### config.mk
export PLATFORM = sky130hd
export DESIGN_NAME = memory_arbiter
export DESIGN_NICKNAME = d
export VERILOG_FILES = /design/src/rtl/cpu_types_pkg.sv /design/src/rtl/memory_arbiter_rr_picker.sv /design/src/rtl/memory_arbiter.sv
export SDC_FILE = /design/constraint.sdc
export NUM_CORES = 1
export LEC_CHECK = 0
export ABC_AREA = 1
export ABC_CLOCK_PERIOD_IN_PS = 2150
export BUFFER_PORTS_ARGS = -buffer_cell sky130_fd_sc_hd__buf_2
export CAP_MARGIN = 20
export CORE_AREA = 2 2 168 170
export DETAILED_ROUTE_END_ITERATION = 8
export DIE_AREA = 0 0 170 172
export HOLD_SLACK_MARGIN = 0.05
export PLACE_DENSITY = 0.33
export SLEW_MARGIN = 10
export SYNTH_ARGS = -nofsm -noshare
export SYNTH_HDL_FRONTEND = slang
export SYNTH_HIERARCHICAL = 1
export SYNTH_SLANG_ARGS = --single-unit
### constraint.sdc
create_clock -name CLK -period 2.15 [get_ports CLK]
set_clock_uncertainty 0.2 [all_clocks]
set_input_delay 0 -clock CLK [delete_from_list [all_inputs] [get_ports CLK]]
set_output_delay 0 -clock CLK [all_outputs]
set_load 0.005 [all_outputs]
### src/rtl/cpu_types_pkg.sv
// cpu_types_pkg: shared cpu/memory types plus the memory arbiter state, grant and helpers
package cpu_types_pkg;
   typedef logic [31:0] word_t;
   typedef enum logic [1:0] {FREE, BUSY, ACCESS, ERROR} ramstate_t;
   localparam int CPUS_N = 2;
   localparam int CPU_W = CPUS_N > 1 ? $clog2(CPUS_N) : 1;
   typedef enum logic {ARB_IDLE, ARB_BUSY} arb_state_t;
   typedef struct packed {logic [CPU_W-1:0] cpu; logic isD;} arb_grant_t;
   function automatic logic [CPU_W-1:0] next_cpu(input logic [CPU_W-1:0] c, input int n);
      return CPU_W'((int'(c) + 1) % n);
   endfunction
endpackage

### src/rtl/memory_arbiter_rr_picker.sv
// rr_picker: first requesting core at or after ptr, wrapping modulo CPUS
module rr_picker
   import cpu_types_pkg::*;
#(
   parameter int CPUS = CPUS_N
) (
   input  logic [CPUS-1:0]  req,
   input  logic [CPU_W-1:0] ptr,
   output logic             valid,
   output logic [CPU_W-1:0] idx
);
   always_comb begin
      valid = 1'b0;
      idx = '0;
      for (int k = CPUS - 1; k >= 0; k--) begin
         if (req[CPU_W'((int'(ptr) + k) % CPUS)]) begin
            valid = 1'b1;
            idx = CPU_W'((int'(ptr) + k) % CPUS);
         end
      end
   end
endmodule

### src/rtl/memory_arbiter.sv
// memory_arbiter: round-robin single-port RAM arbiter for per-core I/D requesters with a watchdog
module memory_arbiter
   import cpu_types_pkg::*;
#(
   parameter int CPUS = CPUS_N,
   parameter int TIMEOUT = 255
) (
   input  logic                  CLK,
   input  logic                  nRST,
   input  logic [CPUS-1:0]       iREN,
   input  logic [CPUS-1:0]       dREN,
   input  logic [CPUS-1:0]       dWEN,
   input  logic [CPUS-1:0][31:0] iaddr,
   input  logic [CPUS-1:0][31:0] daddr,
   input  logic [CPUS-1:0][31:0] dstore,
   output logic [CPUS-1:0]       iwait,
   output logic [CPUS-1:0]       dwait,
   output logic [CPUS-1:0][31:0] iload,
   output logic [CPUS-1:0][31:0] dload,
   input  logic [31:0]           ramload,
   input  logic [1:0]            ramstate,
   output logic                  ramREN,
   output logic                  ramWEN,
   output logic [31:0]           ramaddr,
   output logic [31:0]           ramstore,
   output logic                  arb_timeout
);
   localparam int WW = $clog2(TIMEOUT + 1);
   arb_state_t state, nstate;
   arb_grant_t grant, ngrant;
   logic [CPU_W-1:0] rr_ptr, nptr, pick_idx;
   logic [WW-1:0] wdog, nwdog;
   logic pick_valid, busy, g_dren, g_dwen, live, done;
   rr_picker #(.CPUS(CPUS)) u_pick (
      .req(iREN | dREN | dWEN),
      .ptr(rr_ptr),
      .valid(pick_valid),
      .idx(pick_idx)
   );
   assign busy = state == ARB_BUSY;
   assign g_dren = dREN[grant.cpu];
   assign g_dwen = dWEN[grant.cpu];
   assign live = grant.isD ? g_dren | g_dwen : iREN[grant.cpu];
   assign done = busy & live & (ramstate == ACCESS);
   assign arb_timeout = busy & live & (ramstate != ACCESS) & (wdog == WW'(TIMEOUT));
   // RAM is driven from the granted requester's live inputs; read wins over write
   assign ramREN = busy & (grant.isD ? g_dren : iREN[grant.cpu]);
   assign ramWEN = busy & grant.isD & g_dwen & ~g_dren;
   assign ramaddr = busy ? (grant.isD ? daddr[grant.cpu] : iaddr[grant.cpu]) : '0;
   assign ramstore = busy & grant.isD ? dstore[grant.cpu] : '0;
   assign iload = {CPUS{ramload}};
   assign dload = {CPUS{ramload}};
   always_comb begin
      iwait = '1;
      dwait = '1;
      iwait[grant.cpu] = ~(done & ~grant.isD);
      dwait[grant.cpu] = ~(done & grant.isD);
   end
   always_comb begin
      nstate = state;
      ngrant = grant;
      nptr = rr_ptr;
      nwdog = wdog;
      if (!busy) begin
         if (pick_valid) begin
            nstate = ARB_BUSY;
            ngrant = {pick_idx, dREN[pick_idx] | dWEN[pick_idx]};
            nwdog = '0;
         end
      end else if (!live) nstate = ARB_IDLE;
      else if (done | arb_timeout) begin
         nstate = ARB_IDLE;
         nptr = next_cpu(grant.cpu, CPUS);
      end else nwdog = wdog + 1'b1;
   end
   always_ff @(posedge CLK) begin
      if (!nRST) begin
         state <= ARB_IDLE;
         grant <= '0;
         rr_ptr <= '0;
         wdog <= '0;
      end else begin
         state <= nstate;
         grant <= ngrant;
         rr_ptr <= nptr;
         wdog <= nwdog;
      end
   end
endmodule

==> results.md <==
- Status: finished clean
- Power Internal: 916 uW
- Total Nets Final: 974
- Maxcap violations: 0
- Slew HR: 69.5%
- # H-tree levels: 1
- Worst-Skew Late Latency: 0.24 ns
- Final instance area: 4420 um2
- Routed WL: 16100 um
- Clock Sinks: 12
- Detailed Route Iter0 Violations: 215
- Core Util, Final: 16.1%
- Drt first pass iters: 4
- Peak Freq: 523 MHz
- Post-DR vias/cell: 3.78
- Synth Instances: 574
- Combinational share of power: 60.2%
- Initial core utilization: 11.5%
- Mapped Nets: 809
- Tmin final: 1.91 ns
- CTS tree: yes
- IO buf count: 272
- Leakage: 0.00222 uW
- Startpoint types: flip-flop
- TNS Setup: 0 ns
- Critical R2R Capture: wdog[2]$_SDFFE_PN0P_
- Final hold vios: 0
- Largest net degree at the start of global routing: 52
- Worst-margin pin slew: 0.457 ns
- CTS buffer count: 3
- RSZ-0062 raised after global routing: no
- Post-DRT Antenna Nets: 0
- CTS max path bufs: 2
- Row Count: 61
- Vias in the first global route: 3732
- Die W: 170 um
- Period utilisation layout: 89.0%
- Arr. time, crit path: 1.71 ns
- Post-CTS setup buffer count: 0
- IO Pins: 433
- Die ar.: 29200 um2
- Ys Warns: 6
- CP max FO: 21
- Area grow syn2layout: 40.4%
- Sequential Power Share: 15.7%
- Setup CP Type: flip-flop to output port
- DP Wirelength: 13200 um
- Max Slew Vio Count: 0
- Setup violations, final: 0
- Clock transition at the registers of the reported paths: 0.05 ns
- Floorplan core area: 27500 um2
- Antenna violations before repair: 2
- Power Dens Cells: 358 nW/um2
- Net Sw Frac: 42.1%
- Global route overflow: 0
- # fillers: 3273
- RePlAce Congestion: 0.723
- WL per Instance: 14.8 um
- DP Area: 3960 um2
- Global-route wire length before repair: 21500 um
- RR Startpoint: wdog[1]$_SDFFE_PN0P_
- Min-delay worst type: primary input to flip-flop
- Synth Cell Area: 3150 um2
- Share of layout cells above drive strength 1: 41.1%
- CTS Root Cell: clkbuf_16
- Die H: 172 um
- Worst Path Required: 1.95 ns
- Min-delay src: iREN[0]
- Hold depth: 5
- Diodes inserted: 0
- Worst vdd ir: 229 uV
- NetSw: 666 uW
- Drt drc: 0
- Worst reg-to-reg setup slack: 0.40 ns
- Via count: 4098
- GRT Total Usage: 9.54%
- Avg Cell Area, Syn: 5.49 um2
- Clock power frac: 24.1%
- Endpoint class of the critical path: output port
- Worst Reg-to-Reg Cells: 10
- Worst Hold Endpoint: grant[1]$_SDFFE_PN0P_
final cells by class:
class / instances / area [um2] / area share (%)
clock buffer: 4 / 88.8 / 2.01
inverter: 19 / 72.6 / 1.64
multi-input combinational: 381 / 1730 / 39.1
sequential: 12 / 244 / 5.52
tap: 346 / 433 / 9.79
timing repair buffer: 322 / 1850 / 41.9
worst max-delay path by stage:
| stage | slack [ns] | endpoint | start | cells after the start |
|---|---|---|---|---|
| 6_report | 0.24 | ramaddr[24] | busy$_SDFF_PN0_ | 6 |
| 5_1_grt | 0.07 | ramaddr[5] | busy$_SDFF_PN0_ | 6 |
| 4_1_cts | 0.18 | iwait[1] | grant[1]$_SDFFE_PN0P_ | 9 |
| 3_5_place_dp | 0.41 | wdog[2]$_SDFFE_PN0P_ | wdog[0]$_SDFFE_PN0P_ | 10 |
| 3_3_place_gp | 0.37 | ramaddr[14] | busy$_SDFF_PN0_ | 6 |
| 2_1_floorplan | 0.62 | wdog[5]$_SDFFE_PN0P_ | wdog[0]$_SDFFE_PN0P_ | 10 |
worst max-delay path, cell delays in order, from the launching register on:
cell     delay [ns]
dfxtp_1        0.36
inv_2          0.11
nor2_2         0.17
buf_4          0.30
o21ai_0        0.18
o22ai_1        0.17
buf_2          0.16
routing by layer:
| metal | vias to the layer above | GRT usage [%] | part of all wire [%] |
|---|---|---|---|
| met3 | 6 | 1.46 | 6.1 |
| met4 | 2 | 0.446 | 0.12 |
| met1 | 1831 | 12.0 | 41 |
| met2 | 196 | 17.9 | 52 |
| met5 | - | 0 | 0.081 |
| li1 | 2063 | - | - |
cells in the final DEF (no fill, tap or decap):
cell and instances:
clkinv_1 1, nor3b_1 1, inv_1 14, nand3_1 13
nand2_8 1, nor3_1 2, nor2_2 2, buf_2 272
buf_12 2, dfxtp_1 11, ha_1 1, nand2_4 1
dfxtp_4 1, a21oi_1 54, nand3_4 1, nand2_1 107
clkbuf_8 1, nand3_2 1, nand2_2 3, clkinv_2 1
dlygate4sd3_1 37, o22ai_1 21, o21ai_0 66, o31ai_1 1
nor2_1 105, buf_4 11, clkbuf_16 3, inv_2 3
nand3b_1 1
per-stage QoR:
step / hold slack, ns / power [uW] / instances / worst slack, ns
after floorplan: -0.119 / 845 / 574 / 0.620
after global placement: -0.200 / 1130 / 1043 / 0.373
after detailed placement: -0.200 / 1110 / 1043 / 0.410
after CTS: 0.0548 / 1610 / 1084 / 0.175
after global routing: 0.0962 / 1720 / 1084 / 0.0651
final: 0.0645 / 1580 / 1084 / 0.237
what timing repair did:
item                                   in CTS  in global routing
endpoints found under the hold margin     140                  0
hold buffers                               37                  0
gates resized for setup                     0                  0
sequential cells by signal (all words and copies together) (netlist names):
signal / count
busy: 1
grant: 2
rr_ptr: 1
wdog: 8
power groups by stage:
stage                     Combinational, uW  Sequential, uW  Clock (uW)
final                                   953             248         382
after detailed placement                859             253           0
after global routing                   1060             250         406
after global placement                  874             252           0
after floorplan                         599             246           0
after CTS                               973             248         391
No activity file was read; power rests on OpenSTA's default activity.
